<file path="src/rtl/exp_fsmd_lcd_top.sv">
// Exponent FSMD with an HD44780 character LCD front end.
// The FSMD computes a**n (mod 2^16) by repeated multiplication. When the
// result becomes valid, the LCD controller converts it to five decimal digits
// and writes it to a 16x2 display over an 8-bit write-only bus.
`timescale 1ns/1ps
module exp_fsmd_lcd_top #(
  parameter int EN_CYCLES = 12,
  parameter int CMD_WAIT  = 2000,
  parameter int CLR_WAIT  = 100000,
  parameter int PWR_WAIT  = 750000
) (
  input  logic        clk,
  input  logic        rst,
  input  logic        go_i,
  input  logic [7:0]  n_i,
  input  logic [7:0]  a_i,
  output logic [15:0] output_reg,
  output logic        sig_done,
  output logic [7:0]  LCD_DATA,
  output logic        LCD_EN,
  output logic        LCD_RS,
  output logic        LCD_RW,
  output logic        LCD_ON,
  output logic        LCD_BLON,
  output logic        LCD_OVER
);

  typedef enum logic [1:0] {
    F_IDLE,
    F_INIT,
    F_LOOP,
    F_DONE
  } fsmd_state_t;

  typedef enum logic [2:0] {
    L_IDLE,
    L_PWRUP,
    L_CONVERT,
    L_WRITE,
    L_EN_HI,
    L_WAIT,
    L_OVER
  } lcd_state_t;

  fsmd_state_t f_state, f_next;
  lcd_state_t  l_state, l_next;

  logic [7:0]  a_reg;
  logic [7:0]  cnt;
  logic [15:0] res;

  logic        sig_done_q;
  logic        start;
  logic        lcd_busy;
  logic        go_accept;
  logic        pwr_done;

  logic [31:0] timer;
  logic [31:0] wait_lim;
  logic [3:0]  idx;
  logic [3:0]  next_idx;
  logic [3:0]  bit_cnt;
  logic [15:0] bin;
  logic [19:0] bcd;
  logic [19:0] bcd_adj;

  // The display is write-only and always powered with the backlight on.
  assign LCD_RW   = 1'b0;
  assign LCD_ON   = 1'b1;
  assign LCD_BLON = 1'b1;

  // A new result kicks off the display sequence on the rising edge of sig_done.
  // That pending edge counts as busy so a go in the gap cannot slip in.
  assign start     = sig_done & ~sig_done_q;
  assign lcd_busy  = !pwr_done || start ||
                     !((l_state == L_IDLE) || (l_state == L_OVER));
  assign go_accept = go_i && !lcd_busy &&
                     ((f_state == F_IDLE) || (f_state == F_DONE));

  assign next_idx = idx + 4'd1;
  assign wait_lim = (idx == 4'd2) ? 32'(CLR_WAIT) : 32'(CMD_WAIT);

  // Byte for each step of the write sequence: five set-up commands, then digits.
  function automatic logic [7:0] lcd_byte(input logic [3:0] i, input logic [19:0] digits);
    case (i)
      4'd0:    lcd_byte = 8'h38;
      4'd1:    lcd_byte = 8'h0C;
      4'd2:    lcd_byte = 8'h01;
      4'd3:    lcd_byte = 8'h06;
      4'd4:    lcd_byte = 8'h80;
      4'd5:    lcd_byte = 8'h30 + {4'h0, digits[19:16]};
      4'd6:    lcd_byte = 8'h30 + {4'h0, digits[15:12]};
      4'd7:    lcd_byte = 8'h30 + {4'h0, digits[11:8]};
      4'd8:    lcd_byte = 8'h30 + {4'h0, digits[7:4]};
      4'd9:    lcd_byte = 8'h30 + {4'h0, digits[3:0]};
      default: lcd_byte = 8'h20;
    endcase
  endfunction

  // FSMD state register.
  always_ff @(posedge clk or posedge rst) begin
    if (rst) f_state <= F_IDLE;
    else     f_state <= f_next;
  end

  // FSMD next-state: accept a start, one init cycle, then loop until the count runs out.
  always_comb begin
    f_next = f_state;
    case (f_state)
      F_IDLE, F_DONE: if (go_accept) f_next = F_INIT;
      F_INIT:         f_next = F_LOOP;
      F_LOOP:         if (cnt == 8'd0) f_next = F_DONE;
      default:        f_next = F_IDLE;
    endcase
  end

  // FSMD datapath: operand latch, running product, down-counter and result flag.
  always_ff @(posedge clk or posedge rst) begin
    if (rst) begin
      a_reg      <= 8'd0;
      cnt        <= 8'd0;
      res        <= 16'd0;
      output_reg <= 16'd0;
      sig_done   <= 1'b0;
    end else begin
      case (f_state)
        F_IDLE, F_DONE: begin
          if (go_accept) begin
            a_reg    <= a_i;
            cnt      <= n_i;
            res      <= 16'd1;
            sig_done <= 1'b0;
          end else if (f_state == F_DONE) begin
            sig_done <= 1'b1;
          end
        end
        F_LOOP: begin
          if (cnt != 8'd0) begin
            res <= res * {8'h00, a_reg};
            cnt <= cnt - 8'd1;
          end else begin
            output_reg <= res;
          end
        end
        default: ;
      endcase
    end
  end

  // One double-dabble correction: add 3 to every BCD digit of 5 or more before shifting.
  always_comb begin
    bcd_adj = bcd;
    for (int i = 0; i < 5; i++) begin
      if (bcd[4*i +: 4] >= 4'd5) bcd_adj[4*i +: 4] = bcd[4*i +: 4] + 4'd3;
    end
  end

  // LCD controller state register.
  always_ff @(posedge clk or posedge rst) begin
    if (rst) l_state <= L_IDLE;
    else     l_state <= l_next;
  end

  // LCD next-state: power-up delay once, then convert, and cycle write/strobe/wait per byte.
  always_comb begin
    l_next = l_state;
    case (l_state)
      L_IDLE: begin
        if (!pwr_done)  l_next = L_PWRUP;
        else if (start) l_next = L_CONVERT;
      end
      L_PWRUP:   if (timer == 32'(PWR_WAIT - 1)) l_next = L_IDLE;
      L_OVER:    if (start) l_next = L_CONVERT;
      L_CONVERT: if (bit_cnt == 4'd15) l_next = L_WRITE;
      L_WRITE:   l_next = L_EN_HI;
      L_EN_HI:   if (timer == 32'(EN_CYCLES - 1)) l_next = L_WAIT;
      L_WAIT: begin
        if (timer == wait_lim - 32'd1) l_next = (idx == 4'd9) ? L_OVER : L_WRITE;
      end
      default:   l_next = L_IDLE;
    endcase
  end

  // LCD datapath: delay timer, BCD shifter, bus drivers and the sequence-complete flag.
  always_ff @(posedge clk or posedge rst) begin
    if (rst) begin
      timer      <= 32'd0;
      idx        <= 4'd0;
      bit_cnt    <= 4'd0;
      bin        <= 16'd0;
      bcd        <= 20'd0;
      pwr_done   <= 1'b0;
      sig_done_q <= 1'b0;
      LCD_DATA   <= 8'd0;
      LCD_RS     <= 1'b0;
      LCD_EN     <= 1'b0;
      LCD_OVER   <= 1'b0;
    end else begin
      sig_done_q <= sig_done;

      if (l_next != l_state) timer <= 32'd0;
      else if ((l_state == L_PWRUP) || (l_state == L_EN_HI) || (l_state == L_WAIT))
        timer <= timer + 32'd1;

      case (l_state)
        L_PWRUP: if (l_next == L_IDLE) pwr_done <= 1'b1;
        L_IDLE, L_OVER: begin
          if (l_next == L_CONVERT) begin
            bin     <= output_reg;
            bcd     <= 20'd0;
            bit_cnt <= 4'd0;
          end
        end
        L_CONVERT: begin
          bcd     <= {bcd_adj[18:0], bin[15]};
          bin     <= {bin[14:0], 1'b0};
          bit_cnt <= bit_cnt + 4'd1;
          if (l_next == L_WRITE) begin
            idx      <= 4'd0;
            LCD_DATA <= lcd_byte(4'd0, bcd);
            LCD_RS   <= 1'b0;
          end
        end
        L_WAIT: begin
          if (l_next == L_WRITE) begin
            idx      <= next_idx;
            LCD_DATA <= lcd_byte(next_idx, bcd);
            LCD_RS   <= (next_idx >= 4'd5);
          end
        end
        default: ;
      endcase

      LCD_EN <= (l_next == L_EN_HI);

      if (go_accept) LCD_OVER <= 1'b0;
      else if ((l_state == L_WAIT) && (l_next == L_OVER)) LCD_OVER <= 1'b1;
    end
  end

endmodule

</file>
<file path="config.mk">
export PLATFORM = sky130hd
export DESIGN_NAME = exp_fsmd_lcd_top
export DESIGN_NICKNAME = d
export VERILOG_FILES = /design/src/rtl/exp_fsmd_lcd_top.sv
export SDC_FILE = /design/constraint.sdc
export NUM_CORES = 1
export LEC_CHECK = 0
export CELL_PAD_IN_SITES_DETAIL_PLACEMENT = 1
export CELL_PAD_IN_SITES_GLOBAL_PLACEMENT = 2
export CORE_ASPECT_RATIO = 2
export CORE_MARGIN = 2
export CORE_UTILIZATION = 42
export CTS_CLUSTER_SIZE = 16
export DETAILED_ROUTE_END_ITERATION = 10
export DONT_BUFFER_PORTS = 1
export PLACE_DENSITY = 0.85
export SYNTH_ARGS = -nofsm -noshare
export SYNTH_HDL_FRONTEND = slang
export SYNTH_SLANG_ARGS = --single-unit
</file>
<file path="constraint.sdc">
create_clock -name clk -period 6 [get_ports clk]
set_input_delay 1.2 -clock clk [delete_from_list [all_inputs] [get_ports clk]]
set_output_delay 1.2 -clock clk [all_outputs]
set_load 0.02 [all_outputs]
</file>
After elaboration in Yosys (flattened, before gate mapping)
Index checks and enable logic that the tools add are counted.
Cells by class
  add/subtract/negate cells: 15
  $mul: 1
  order comparisons: 6
  equal/unequal tests: 35
  multiplexer cells: 45
  bitwise operators: 3
  reduce and logical (&&, ||, !) cells: 34
Operators with widths (count)
  one-hot mux 8 bit (10 select lines): 1
  two-way mux 32 bit: 2
  one-hot mux 16 bit (2 select lines): 2
  two-way mux 16 bit: 3
  one-hot mux 20 bit (2 select lines): 1
  adder 6 x 4 -> 7 bit (first input constant): 5
  adder 32 x 1 -> 32 bit (second input constant): 1
  equality test 32 x 20 -> 1 bit (second input constant): 1
  equality test 32 bit: 1
  equality test 32 x 4 -> 1 bit (second input constant): 1
  two-way mux 8 bit: 4
  one-hot mux 8 bit (2 select lines): 2
  two-way mux 4 bit: 7
  >= comparator 4 x 3 -> 1 bit (second input constant): 6
  two-way mux 3 bit: 8
  one-hot mux 3 bit (7 select lines): 1
  two-way mux 20 bit: 1
  subtractor 17 x 1 -> 18 bit (second input constant): 1
  two-way mux 17 bit: 1
  adder 4 x 2 -> 4 bit (second input constant): 4
  equality test 4 x 3 -> 1 bit (second input constant): 4
  equality test 4 bit (second input constant): 4
  multiplier 16 x 8 -> 16 bit: 1
  one-hot mux 4 bit (2 select lines): 2
  other kinds (30): 75
Storage, ports and cells
  bits in registers: 143
  input bits: 19
  output and inout port bits: 31
  word-level logic and storage cells: 157

Logic depth before layout (Yosys ltp)
Gate-level depths: netlist of run 1.
  word-level depth: 10
  depth in mapped cells: 17

Worst setup path after synthesis of run 1
Ideal clock, no wire load.
  kind: reg2reg
  from: reg a_reg[4]
  to: reg res[15]
  arrival: 4.490 ns
  setup slack: 1.389 ns
  cell stages (with the launch flop): 16
  clock period less this slack: 4.611 ns
  cell sequence: dfrtp_1 clkbuf_1 and2_1 fa_1 fa_1 inv_1 fa_1 fa_1 inv_1 ha_1 o21a_1 a2111oi_0 o31ai_1 o41ai_1 xnor2_1 a22o_1
On the way
  longest elaborated chain between the ends: 3
Ends and longest elaborated chain
  start, declared: line 48  | logic [7:0] a_reg;
  start signal, assigned: line 129  | a_reg <= a_i;
  multiplier 16 x 8 -> 16 bit: line 139  | res <= res * {8'h00, a_reg};
  two-way mux 16 bit: line 138  | if (cnt != 8'd0) begin
  one-hot mux 16 bit (2 select lines): line 126  | case (f_state)
  end signal, assigned: line 139
  end, declared: line 50  | logic [15:0] res;
No other way between the ends. The select of a mux whose other input is x is not followed.
A chain may end at the register's enable or synchronous reset.

Worst setup path after layout of run 1
  from: reg a_reg[3]
  to: reg res[15]
Same word-level chain as after synthesis.

==> key figures, run 1 <==
Floorplanning
  • FP Rows: 80
  • IO Count: 50
  • Die span in x: 114.1 um
  • Core area: 23820 sq um
  • Starting density of the core: 42.72%
  • Die area: 25570 sq um
  • Die height: 224.1 um

Yosys
  • Yosys warnings: 0
  • Top cell type's share of synthesized area: 34.92%
  • Post-Syn Area: 10180 sq um
  • Synth top area cells: dfrtp_1 (35%), fa_1 (12%), ha_1 (5.8%), and2_1 (4.9%), inv_1 (3.8%)
  • Yosys reg bits: 142
  • Post-synth EDFFs: 0
  • Cell taking the most area after synthesis: dfrtp_1
  • Async SR Flop Fraction: 100.0%
  • Number of distinct library cells after synthesis: 67
  • Most numerous cell in the Yosys netlist: dfrtp_1
  • Synth Flop Type: dfrtp_1
  • Post-synthesis sequential area ratio: 34.92%
  • Syn_area_per_cell: 9.665 sq um
  • Commonest cells in the netlist: dfrtp_1 (142), inv_1 (102), nand2_1 (85), and2_1 (79), fa_1 (60)
  • Synthesized instance count: 1053

Setup path
  • R2r setup slk: 0.63 ns
  • WP data required: 6.33 ns
  • Worst setup path start: a_reg[3]$_DFFE_PP0P_
  • Critical Path Start Type: register
  • Data arrival, critical path: 5.71 ns
  • Worst Reg2Reg Path Length in Cells: 14
  • Critical path fanouts, max: 14
  • Crit path capture type: register
  • Reg2reg start: a_reg[3]$_DFFE_PP0P_
  • Critical path class: register to register
  • Worst flop-to-flop path endpoint: res[15]$_DFFE_PP0P_
  • Crit path capture: res[15]$_DFFE_PP0P_

Placed design
  • PortBufs: 0
  • Post-DP HPWL: 20.60 mm
  • RD Place Congestion: 0.8477
  • Worst slack at placement: 0.5844 ns

CTS
  • Clock Latency Late Sink: 0.45 ns
  • Setup repair bufs after CTS: 0
  • H-tree levels: 4
  • Clk sinks: 142
  • Hold Buf Count CTS: 0
  • Root buffer cell: clkbuf_16
  • Cts repair resizes: 0
  • CTS tree: yes
  • Worst-path clk slew: 0.06 ns
  • Cts bufs inserted: 17
  • CTS Buffer Depth: 2

Global route
  • Routing usage on met1: 23.41%
  • First-pass GRT wire length: 45.68 mm
  • Largest net degree at the start of global routing: 90
  • Number of global-route vias before repair: 8616
  • Total Routing Usage GR: 23.28%
  • GRT busiest layer: met2
  • Grt met3 use: 3.869%
  • GRT overflow: 0
  • Grt met2 use: 45.22%
  • Initial antenna violation count: 0

Route
  • Post-Route WL: 27.64 mm
  • Initial DRT Pass Iterations: 4
  • Routed Antenna Nets: 0
  • Residual DRC: 0
  • Vias per cell: 5.708
  • Starting DRT DRC Count: 383
  • Vias: 7614
  • Wire per inst: 20.72 um

STA
  • RSZ-0062 raised after global routing: false
  • Final setup vio count: 0
  • Min Clock Period, post-route: 5.375 ns
  • Max Fclk: 0.1861 GHz
  • Slew @ Worst Pin: 0.9621 ns
  • Max-slew headroom: 35.40%
  • Tcrit/Tclk final: 89.58%
  • Worst-case clock skew: 0.01051 ns
  • Setup_tns: 0 ns
  • Slew Limit Fails: 0
  • Final hold vios: 0
  • Final WS setup: 0.6253 ns

Layout
  • Largest registers: timer: 32 flops, bcd: 20 flops
  • Diodes inserted: 0
  • Layout area overhead: 8.385%
  • Reg with most FFs: timer
  • Nets: 1160
  • Filler Cells Inserted: 2711
  • Share of cells above drive strength 1: 9.838%
  • Largest register FFs: 32

Run
  • Maxcap violations: 0

Pwr
  • VDD IR-drop max: 0.1679 mV
  • Static leakage: 5.113 nW
  • Cell Pwr Density: 194.9 nW/um^2

Outcome
  • Status: complete, no violations

Hold path
  • Hold crit path type: register to register
cell type report:
cell class	instances	area, sq um	share of cell area [%]
clock buffers	19	432.9	3.925
clock inverters	13	190.2	1.724
inverters	102	387.9	3.516
multi-input cells	763	6047	54.82
flip-flops and latches	142	3553	32.21
well taps	287	359.1	3.255
repair buffers	8	60.06	0.5445
where the power goes:
| group | switching, mW | leakage [nW] | internal (mW) |
|---|---|---|---|
| clock network | 0.458 | 0.290 | 0.697 |
| registers | 0.00260 | 1.90 | 0.960 |
| logic | 0.0275 | 2.93 | 0.00484 |
worst max-delay path, cell delays in order, from the launching register on:
cell	delay, ns
dfrtp_1	0.55
and2_1	0.27
fa_1	0.43
fa_1	0.56
inv_1	0.05
fa_1	0.47
fa_1	0.55
inv_1	0.04
ha_1	0.34
o21a_1	0.21
a2111oi_0	0.79
o31ai_1	0.27
o41ai_1	0.40
xnor2_1	0.13
a22o_1	0.20
logic make-up (layout without fill, tap and decap cells):
group	count (synthesis)	count (layout)	share of synthesized area, %
buffers and inverters	150	142	5.877
xor gates and xnor gates	66	66	5.815
AOI/OAI and AO/OA	182	182	12.44
DFF	142	142	34.92
and+or+nand+nor	365	365	18.74
other	2	4	0.07379
muxes	39	39	4.561
adders and majority gates	107	107	17.58
routing by layer:
metal  wire length, um  up-vias
met5                 0        -
met4              1052        0
met3               600       64
met2             16030      116
met1              9954     3903
li1                  -     3531
stage by stage:
| step | cell area (sq um) | utilization (%) | hold WS (ns) | power (mW) | cells |
|---|---|---|---|---|---|
| floorplan | 10180 | - | 0.4505 | 1.005 | 1055 |
| global route | 11030 | 46.30 | 0.5270 | 2.211 | 1334 |
| detailed placement | 10410 | 43.69 | 0.4874 | 1.015 | 1302 |
| CTS | 11030 | 46.30 | 0.5022 | 2.178 | 1334 |
| finish | 11030 | 46.30 | 0.4933 | 2.150 | 1334 |
| global placement | 10410 | 43.69 | 0.4648 | 1.014 | 1302 |
placed cells by master, fill, tap and decap left out, types with 29 or more instances in the layout:
master	count
dfrtp_1	142
inv_1	101
nand2_1	85
and2_1	79
fa_1	60
o21ai_0	57
ha_1	47
nor2_1	43
nor3_1	38
xor2_1	36
nand3_1	31
xnor2_1	29
worst min-delay path by stage:
stage	from	to	slack [ns]	cells after the start
3_3_place_gp	bin[15]$_DFFE_PP0P_	bcd[0]$_DFFE_PP0P_	0.46	2
3_5_place_dp	bin[15]$_DFFE_PP0P_	bcd[0]$_DFFE_PP0P_	0.49	2
5_1_grt	bit_cnt[0]$_DFFE_PP0P_	bit_cnt[0]$_DFFE_PP0P_	0.53	1
2_1_floorplan	bin[15]$_DFFE_PP0P_	bcd[0]$_DFFE_PP0P_	0.45	2
6_report	bin[15]$_DFFE_PP0P_	bcd[0]$_DFFE_PP0P_	0.49	2
4_1_cts	bin[15]$_DFFE_PP0P_	bcd[0]$_DFFE_PP0P_	0.50	2
(Power assumes the default switching activity.)
==> run 2, diff against run 1 <==
- CORE_ASPECT_RATIO: 2 -> 1.5
- RECOVER_POWER: default -> 50
==> run 2 against run 1 <==
Compared with the run above: the run now ends with max-capacitance violations, max-slew violations left; sequential power about the same; via count fell by 0.79%; global-route usage is 2.2 points lower; cell count increased by 2.4%; non-clock buffer count unchanged; wire length fell by 8.2%; hold slack gained 0.00078 ns; critical path type unchanged; critical endpoint unchanged.
==> key figures, run 2 (synthesized netlist as in run 1, its figures left out) <==
Outcome
  • Status: finished with violations
  • Failing checks: max-capacitance violations, max-slew violations

Setup path
  • WP data required: 6.33 ns
  • Crit-path cells: and2_1, fa_1, fa_1, inv_1, fa_1, fa_1, inv_1, ha_1, o21a_1, a2111oi_0, o31ai_1, o41ai_1, xnor2_1, a22o_1
  • Critical path class: register to register
  • Crit path capture type: register
  • Crit-path most repeated cell: fa_1
  • CP max-delay cell: a2111oi_0
  • Critical Path Start Type: register
  • Data arrival, critical path: 5.48 ns
  • R2r setup slk: 0.85 ns
  • CP top delay family: adder cells
  • Critical path fanouts, max: 13
  • Critical Path Max Stage Delay: 0.71 ns
  • Combined buffer and inverter count along the critical path: 2

CTS
  • Clock Latency Late Sink: 0.44 ns
  • Clk sinks: 142
  • Worst-path clk slew: 0.06 ns
  • Setup repair bufs after CTS: 0
  • CTS tree: yes
  • Cts repair resizes: 0
  • H-tree levels: 4
  • Cts bufs inserted: 17
  • Root buffer cell: clkbuf_16
  • Hold Buf Count CTS: 0
  • CTS Buffer Depth: 2

STA
  • Tcrit/Tclk final: 85.83%
  • Min Clock Period, post-route: 5.150 ns
  • Final setup vio count: 0
  • Worst Hold Slack: 0.4941 ns
  • Slew Limit Fails: 105
  • Worst-case clock skew: 0.008210 ns
  • Final WS setup: 0.8501 ns
  • RSZ-0062 raised after global routing: false
  • Final hold vios: 0
  • Slew @ Worst Pin: 4.060 ns
  • Max-slew headroom: -171.0%
  • Max Fclk: 0.1942 GHz
  • Setup_tns: 0 ns

Pwr
  • Cell Pwr Density: 182.1 nW/um^2
  • Tot Pwr: 2.001 mW
  • VDD IR-drop max: 0.1970 mV
  • Static leakage: 5.085 nW

Layout
  • Reg with most FFs: timer
  • Nets: 1160
  • Largest register FFs: 32
  • Layout area overhead: 7.979%
  • Most common cell after layout, fill and taps aside: dfrtp_1
  • Largest registers: timer: 32 flops, bcd: 20 flops
  • Share of cells above drive strength 1: 9.838%
  • Design Area, Final: 10990 sq um
  • Most frequent cells in the layout: dfrtp_1 (142), inv_1 (102), nand2_1 (85), and2_1 (79), fa_1 (60)
  • Diodes inserted: 0

Global route
  • Total Routing Usage GR: 21.09%
  • Number of global-route vias before repair: 8126
  • Initial antenna violation count: 0
  • First-pass GRT wire length: 43.03 mm
  • Largest net degree at the start of global routing: 105
  • GRT overflow: 0

Placed design
  • Post-DP HPWL: 18.41 mm
  • PortBufs: 0
  • Dpl cell area: 10450 sq um
  • Worst slack at placement: 0.8731 ns
  • RD Place Congestion: 0.8055

Route
  • Vias: 7554
  • Residual DRC: 0
  • Wire per inst: 18.58 um
  • Initial DRT Pass Iterations: 4
  • Post-Route WL: 25.38 mm
  • Vias per cell: 5.530
  • Routed Antenna Nets: 0
  • Starting DRT DRC Count: 288

Floorplanning
  • IO Count: 50
  • Die height: 194.7 um
  • Core area: 23740 sq um
  • FP Rows: 69
  • Starting density of the core: 42.87%
  • Die area: 25520 sq um
  • Die span in x: 131.1 um

Hold path
  • Hold crit path type: register to register

Run
  • Maxcap violations: 1
## run 2: path summary, 6_finish.rpt
path	start	to	cells past startpoint
min	bit_cnt[2]$_DFFE_PP0P_	bit_cnt[2]$_DFFE_PP0P_	1
max reg2reg	a_reg[4]$_DFFE_PP0P_	res[15]$_DFFE_PP0P_	14
max in group asynchronous	rst	bcd[18]$_DFFE_PP0P_	2
min reg2reg	bit_cnt[2]$_DFFE_PP0P_	bit_cnt[2]$_DFFE_PP0P_	1
max	a_reg[4]$_DFFE_PP0P_	res[15]$_DFFE_PP0P_	14
min in group asynchronous	rst	timer[21]$_DFFE_PP0P_	1
## run 2: stage by stage
stage,utilization (%),instances
2_1_floorplan,-,1055
3_3_place_gp,44.01,1334
3_5_place_dp,44.01,1334
4_1_cts,46.32,1366
5_1_grt,46.29,1366
6_report,46.29,1366
## run 2: power breakdown
group	switching (mW)	leakage [nW]	internal, mW
combinational	0.0263	2.93	0.00433
sequential	0.00265	1.90	0.960
clock	0.440	0.262	0.568
## run 2: routing by layer
metal	vias up	routed length, um	global-route usage [%]
met5	-	0	0
met4	0	566	7.528
met3	38	539	3.182
met2	90	13870	39.12
met1	3892	10400	24.59
li1	3534	-	-
## run 2: cell type report
class / instances / area, sq um
Timing Repair Buffer: 8 / 57.56
Fill cell: 2680 / 12750
Inverter: 102 / 382.9
Tap cell: 319 / 399.1
Clock buffer: 18 / 429.2
Clock inverter: 14 / 120.1
Multi-Input combinational cell: 763 / 6047
Sequential cell: 142 / 3553
## run 2: worst reg2reg max path: stages (launching register included)
cell       delay, ns
dfrtp_1         0.51
and2_1          0.24
fa_1            0.46
fa_1            0.55
inv_1           0.05
fa_1            0.46
fa_1            0.54
inv_1           0.04
ha_1            0.34
o21a_1          0.21
a2111oi_0       0.71
o31ai_1         0.25
o41ai_1         0.37
xnor2_1         0.12
a22o_1          0.18
